===== config.mk =====
export PLATFORM = sky130hd
export DESIGN_NAME = uart_rx_keycode
export DESIGN_NICKNAME = d
export VERILOG_FILES = /design/src/rtl/uart_rx_keycode_pkg.sv /design/src/rtl/uart_rx_core.sv /design/src/rtl/uart_rx_keycode.sv
export SDC_FILE = /design/constraint.sdc
export NUM_CORES = 1
export LEC_CHECK = 0
export CORE_UTILIZATION = 59
export CTS_BUF_LIST = sky130_fd_sc_hd__clkbuf_4
export CTS_CLUSTER_DIAMETER = 200
export DETAILED_ROUTE_END_ITERATION = 16
export PLACE_DENSITY = 0.83
export SLEW_MARGIN = 10
export SYNTH_ARGS = -nofsm -noshare
export SYNTH_HDL_FRONTEND = slang
export SYNTH_SLANG_ARGS = --single-unit

===== constraint.sdc =====
create_clock -name clk -period 2.79 [get_ports clk]
set_clock_uncertainty 0.2 [all_clocks]
set_input_delay 0.558 -clock clk [delete_from_list [all_inputs] [get_ports clk]]
set_output_delay 0.558 -clock clk [all_outputs]
set_load 0.1 [all_outputs]

===== src/rtl/uart_rx_keycode_pkg.sv =====
// uart_rx_keycode_pkg: shared state type and helpers for the keypad-link UART receiver
package uart_rx_keycode_pkg;
  typedef enum logic [2:0] {ARM, IDLE, START, DATA, STOP} rx_state_e;
  function automatic int bit_cycles(input int clk_freq, input int baudrate);
    return clk_freq / baudrate;
  endfunction
  function automatic int half_cycles(input int clk_freq, input int baudrate);
    return bit_cycles(clk_freq, baudrate) / 2;
  endfunction
  function automatic logic onehot4(input logic [3:0] v);
    return (v != 4'd0) && ((v & (v - 4'd1)) == 4'd0);
  endfunction
  function automatic logic [1:0] idx4(input logic [3:0] v);
    return v[3] ? 2'd3 : v[2] ? 2'd2 : v[1] ? 2'd1 : 2'd0;
  endfunction
endpackage


===== src/rtl/uart_rx_core.sv =====
// uart_rx_core: 8N1 receiver - input synchronizer, bit FSM, baud counter and shift register
module uart_rx_core
  import uart_rx_keycode_pkg::*;
#(
  parameter int CLK_FREQ = 12_000_000,
  parameter int BAUDRATE = 115200
) (
  input  logic       clk,
  input  logic       resetn,
  input  logic       uart_rx_i,
  output logic [7:0] data_o,
  output logic       byte_done_o,
  output logic       frame_err_o
);
  localparam int BIT_CYCLES = bit_cycles(CLK_FREQ, BAUDRATE);
  localparam int HALF_CYCLES = half_cycles(CLK_FREQ, BAUDRATE);
  localparam int CW = $clog2(BIT_CYCLES);
  localparam logic [CW-1:0] BIT_LOAD = CW'(BIT_CYCLES - 1);
  localparam logic [CW-1:0] HALF_LOAD = CW'(HALF_CYCLES - 1);
  localparam logic [CW-1:0] ARM_SETTLE = CW'(2);
  logic [1:0] sync_q;
  logic rx_s;
  logic expired;
  rx_state_e state_q;
  logic [CW-1:0] cnt_q;
  logic [2:0] bit_q;
  logic [7:0] shift_q;
  logic done_q;
  logic ferr_q;
  assign rx_s = sync_q[1];
  assign expired = cnt_q == '0;
  // ARM first lets the synchronizer flush its reset value so a line still low after reset is not taken as idle
  always_ff @(posedge clk) begin
    if (!resetn) begin
      sync_q <= 2'b11;
      state_q <= ARM;
      cnt_q <= '0;
      bit_q <= '0;
      shift_q <= '0;
      done_q <= 1'b0;
      ferr_q <= 1'b0;
    end else begin
      sync_q <= {sync_q[0], uart_rx_i};
      done_q <= 1'b0;
      ferr_q <= 1'b0;
      case (state_q)
        ARM:
          if (cnt_q != ARM_SETTLE) cnt_q <= cnt_q + CW'(1);
          else if (rx_s) state_q <= IDLE;
        IDLE:
          if (!rx_s) begin
            cnt_q <= HALF_LOAD;
            state_q <= START;
          end
        START:
          if (!expired) cnt_q <= cnt_q - CW'(1);
          else if (rx_s) state_q <= IDLE;
          else begin
            cnt_q <= BIT_LOAD;
            bit_q <= '0;
            state_q <= DATA;
          end
        DATA:
          if (!expired) cnt_q <= cnt_q - CW'(1);
          else begin
            shift_q <= {rx_s, shift_q[7:1]};
            cnt_q <= BIT_LOAD;
            bit_q <= bit_q + 3'd1;
            if (bit_q == 3'd7) state_q <= STOP;
          end
        STOP:
          if (!expired) cnt_q <= cnt_q - CW'(1);
          else begin
            done_q <= rx_s;
            ferr_q <= !rx_s;
            state_q <= rx_s ? IDLE : ARM;
          end
        default: state_q <= ARM;
      endcase
    end
  end
  assign data_o = shift_q;
  assign byte_done_o = done_q;
  assign frame_err_o = ferr_q;
endmodule


===== src/rtl/uart_rx_keycode.sv =====
// uart_rx_keycode: keypad-link UART receiver with scan-code decode and a valid/ready output register
module uart_rx_keycode
  import uart_rx_keycode_pkg::*;
#(
  parameter int CLK_FREQ = 12_000_000,
  parameter int BAUDRATE = 115200
) (
  input  logic       clk,
  input  logic       resetn,
  input  logic       uart_rx,
  output logic [7:0] rx_data,
  output logic [3:0] key_idx,
  output logic       key_ok,
  output logic       rx_valid,
  input  logic       rx_ready,
  output logic       frame_err,
  output logic       overrun
);
  logic [7:0] byte_w;
  logic done_w;
  logic ferr_w;
  logic [7:0] data_q;
  logic [3:0] idx_q;
  logic [3:0] idx_d;
  logic ok_q;
  logic ok_d;
  logic valid_q;
  logic ferr_q;
  logic ovr_q;
  logic load;
  uart_rx_core #(
    .CLK_FREQ(CLK_FREQ),
    .BAUDRATE(BAUDRATE)
  ) u_core (
    .clk        (clk),
    .resetn     (resetn),
    .uart_rx_i  (uart_rx),
    .data_o     (byte_w),
    .byte_done_o(done_w),
    .frame_err_o(ferr_w)
  );
  always_comb begin
    ok_d = onehot4(byte_w[7:4]) && onehot4(byte_w[3:0]);
    idx_d = ok_d ? {idx4(byte_w[7:4]), idx4(byte_w[3:0])} : 4'd0;
    load = done_w && (!valid_q || rx_ready);
  end
  // A byte completing while the held one is being consumed replaces it without a gap in rx_valid
  always_ff @(posedge clk) begin
    if (!resetn) begin
      data_q <= '0;
      idx_q <= '0;
      ok_q <= 1'b0;
      valid_q <= 1'b0;
      ferr_q <= 1'b0;
      ovr_q <= 1'b0;
    end else begin
      ferr_q <= ferr_w;
      ovr_q <= done_w && !load;
      if (load) begin
        data_q <= byte_w;
        idx_q <= idx_d;
        ok_q <= ok_d;
        valid_q <= 1'b1;
      end else if (valid_q && rx_ready) valid_q <= 1'b0;
    end
  end
  assign rx_data = data_q;
  assign key_idx = idx_q;
  assign key_ok = ok_q;
  assign rx_valid = valid_q;
  assign frame_err = ferr_q;
  assign overrun = ovr_q;
endmodule


==> results.yml <==
status:
  status: "complete, no violations"
synth:
  ys_async_sr_fraction_pct: 0
  syn_area_per_cell_um2: 8.302
  synthFlopType: "dfxtp_1"
  ys_warn_count: 0
  ys_seq_elements: 41
  ys_types: 54
  synth_edf_count: 0
  synth_nets: 276
  synth_area_leaders: "dfxtp_1 (37%), a21boi_0 (8.2%), nand2_1 (7.6%)"
  synth_top_area_cell: "dfxtp_1"
  yosysSeqAreaShare_pct: 37.17
  synth_top_area_share_pct: 37.17
  netlist_area_um2: 2208
  netlist_instances: 266
grt:
  busiest_layer: "met2"
  antenna_found_initial: 0
  overflow: 0
  gr-usage-met2_pct: 40.46
  grt_use_total_pct: 25.55
  grt_max_degree: 25
  grt_use_met1_pct: 33.60
  first_global_vias: 1740
  grt_util_met3_pct: 7.246
  grt_pass1_wl_um: 8017
critical_path:
  worst-path-max-fanout: 14
  end_kind: "register"
  r2r_setup_slack_ns: 0.47
  critPathLaunchType: "register"
  crit_type: "register to register"
  crit_required_ns: 2.84
  arrival_ns: 2.37
cts:
  clk_path_buf_depth: 2
  cts_setup_buffers: 0
  cts_max_level: 2
  clkSinkCount: 41
  ctsHoldBuffers: 0
  numCtsBuffers: 5
  cts_tree: "done"
  clk_pin_slew_ns: 0.11
  clk_root_buffer_cell: "clkbuf_4"
  clkLatencyLatePin_ns: 0.34
  cts_resized: 0
sta:
  worstMarginPinSlew_ns: 0.5612
  finalCriticalPeriod_ns: 2.316
  max_freq_mhz: 431.8
  slew_headroom_pct: 62.51
  timing.final.crit_share_pct: 83.01
  setup_ws_ns: 0.4741
  drv_slew: 0
  tns_ns: 0
  hold_viol: 0
  finalSetupViolations: 0
  rsz0062_at_grt: "no"
final_layout:
  seq_area_um2: 820.8
  nNetsFinal: 292
  diodes: 0
  layout_commonest_cell: "nand2_1"
  areaGrowthSynthToFinish_pct: 10.08
  final_cell_count_no_fill: 327
  final_cell_mix: "nand2_1 (45), dfxtp_1 (41), a21boi_0 (24), buf_4 (23), nand3_1 (18)"
  fin_util_pct: 70.09
  fill_cells: 320
  drive_above_1_share_pct: 14.23
  multiInputGateArea_um2: 1285
floorplanning:
  fp-row-count: 21
  dieArea_um2: 3992
  die-height_um: 63.18
  core_um2: 3468
  die_w_um: 63.18
  pin_count: 20
  start_util_pct: 63.67
route:
  drt-vias-per-instance: 5.908
  drt-initial-drc-count: 134
  dr.pass1.iters: 4
  drt_wl_total_um: 4510
  final_antenna_net_count: 0
  drt-wirelength-per-cell_um: 13.79
  drc: 0
  vias: 1932
worst_hold_path:
  hold_path_class: "register to register"
power_and_ir_drop:
  ir_drop_mv: 0.4372
  power_density_nw_per_um2: 691.3
  power.total_uw: 1681
  p_leak_uw: 0.0009215
placed_design:
  place_inst: 321
  dp_hpwl_um: 3284
  port_buffers: 19
  place_ws_ns: 0.4425
  place_congestion: 0.9139
flow_run:
  cap_violations: 0
==> synthesized netlist by cell type, types with 3 or more instances <==
master    count
a21oi_1       8
or3_1         3
nor2_1       12
nand2_1      45
a31oi_1       6
nand3_1      18
nor2b_1       7
and2_1        4
nand2b_1      5
clkbuf_1     14
dfxtp_1      41
a21boi_0     24
o21ai_0       9
xnor2_1       8
and3_1        3
ha_1          6
inv_1         5
nor3_1        4
==> logic make-up after synthesis <==
kind of cell / synth area share [%]
and+or+nand+nor: 25.55
muxes: 0.4533
xor gates and xnor gates: 3.966
DFF: 37.17
adders and majority gates: 3.399
buffers and inverters: 4.646
AOI/OAI and AO/OA: 24.82
==> through the flow <==
step           hold WS, ns  cell area [um2]
3_3_place_gp        0.1968             2389
4_1_cts             0.2236             2431
3_5_place_dp        0.1937             2389
2_1_floorplan       0.1863             2208
6_report            0.2218             2431
5_1_grt             0.2766             2431
==> report_power, final <==
group	leakage [uW]	switching, uW	internal (uW)
Combinational	0.000563	393	314
Clock	0.0000269	173	87.5
Sequential	0.000332	88.3	625
Total	0.000921	654	1030
==> per-layer routing <==
layer | part of all wire, % | routed length [um]
met5 | 0 | 0
met4 | 0.75 | 34
met3 | 7.6 | 345
met2 | 46 | 2071
met1 | 46 | 2059
==> area by class of cell <==
type                    instances  area share [%]
clock buffers                   5           1.544
clock inverters                 1          0.2059
inverters                       6          0.9264
multi-input cells             202           52.86
flip-flops and latches         41           33.76
well taps                      46           2.367
repair buffers                 26           8.338
==> final timing paths <==
kind                    startpoint          endpoint  cells after the start
hold / removal    u_core.sync_q[0]  u_core.sync_q[1]                      1
hold reg to reg   u_core.sync_q[0]  u_core.sync_q[1]                      1
setup reg to reg   u_core.cnt_q[3]   u_core.cnt_q[3]                      5
setup / recovery   u_core.cnt_q[3]   u_core.cnt_q[3]                      5
==> registers in the layout, summed over array words and instances, names as in the netlist <==
signal,count
frame_err,1
key_ok,1
u_core.byte_done_o,1
u_core.cnt_q,7
rx_data,8
u_core.sync_q,2
u_core.data_o,8
u_core.frame_err_o,1
u_core.bit_q,3
overrun,1
rx_valid,1
u_core.state_q,3
key_idx,4
==> critical path: stages (launching register included) <==
cell,delay (ns)
dfxtp_1,0.48
nor4_4,0.39
and2_1,0.50
nor4_1,0.10
a311o_1,0.33
a41o_1,0.22
Power figures use the tool's default switching activity.
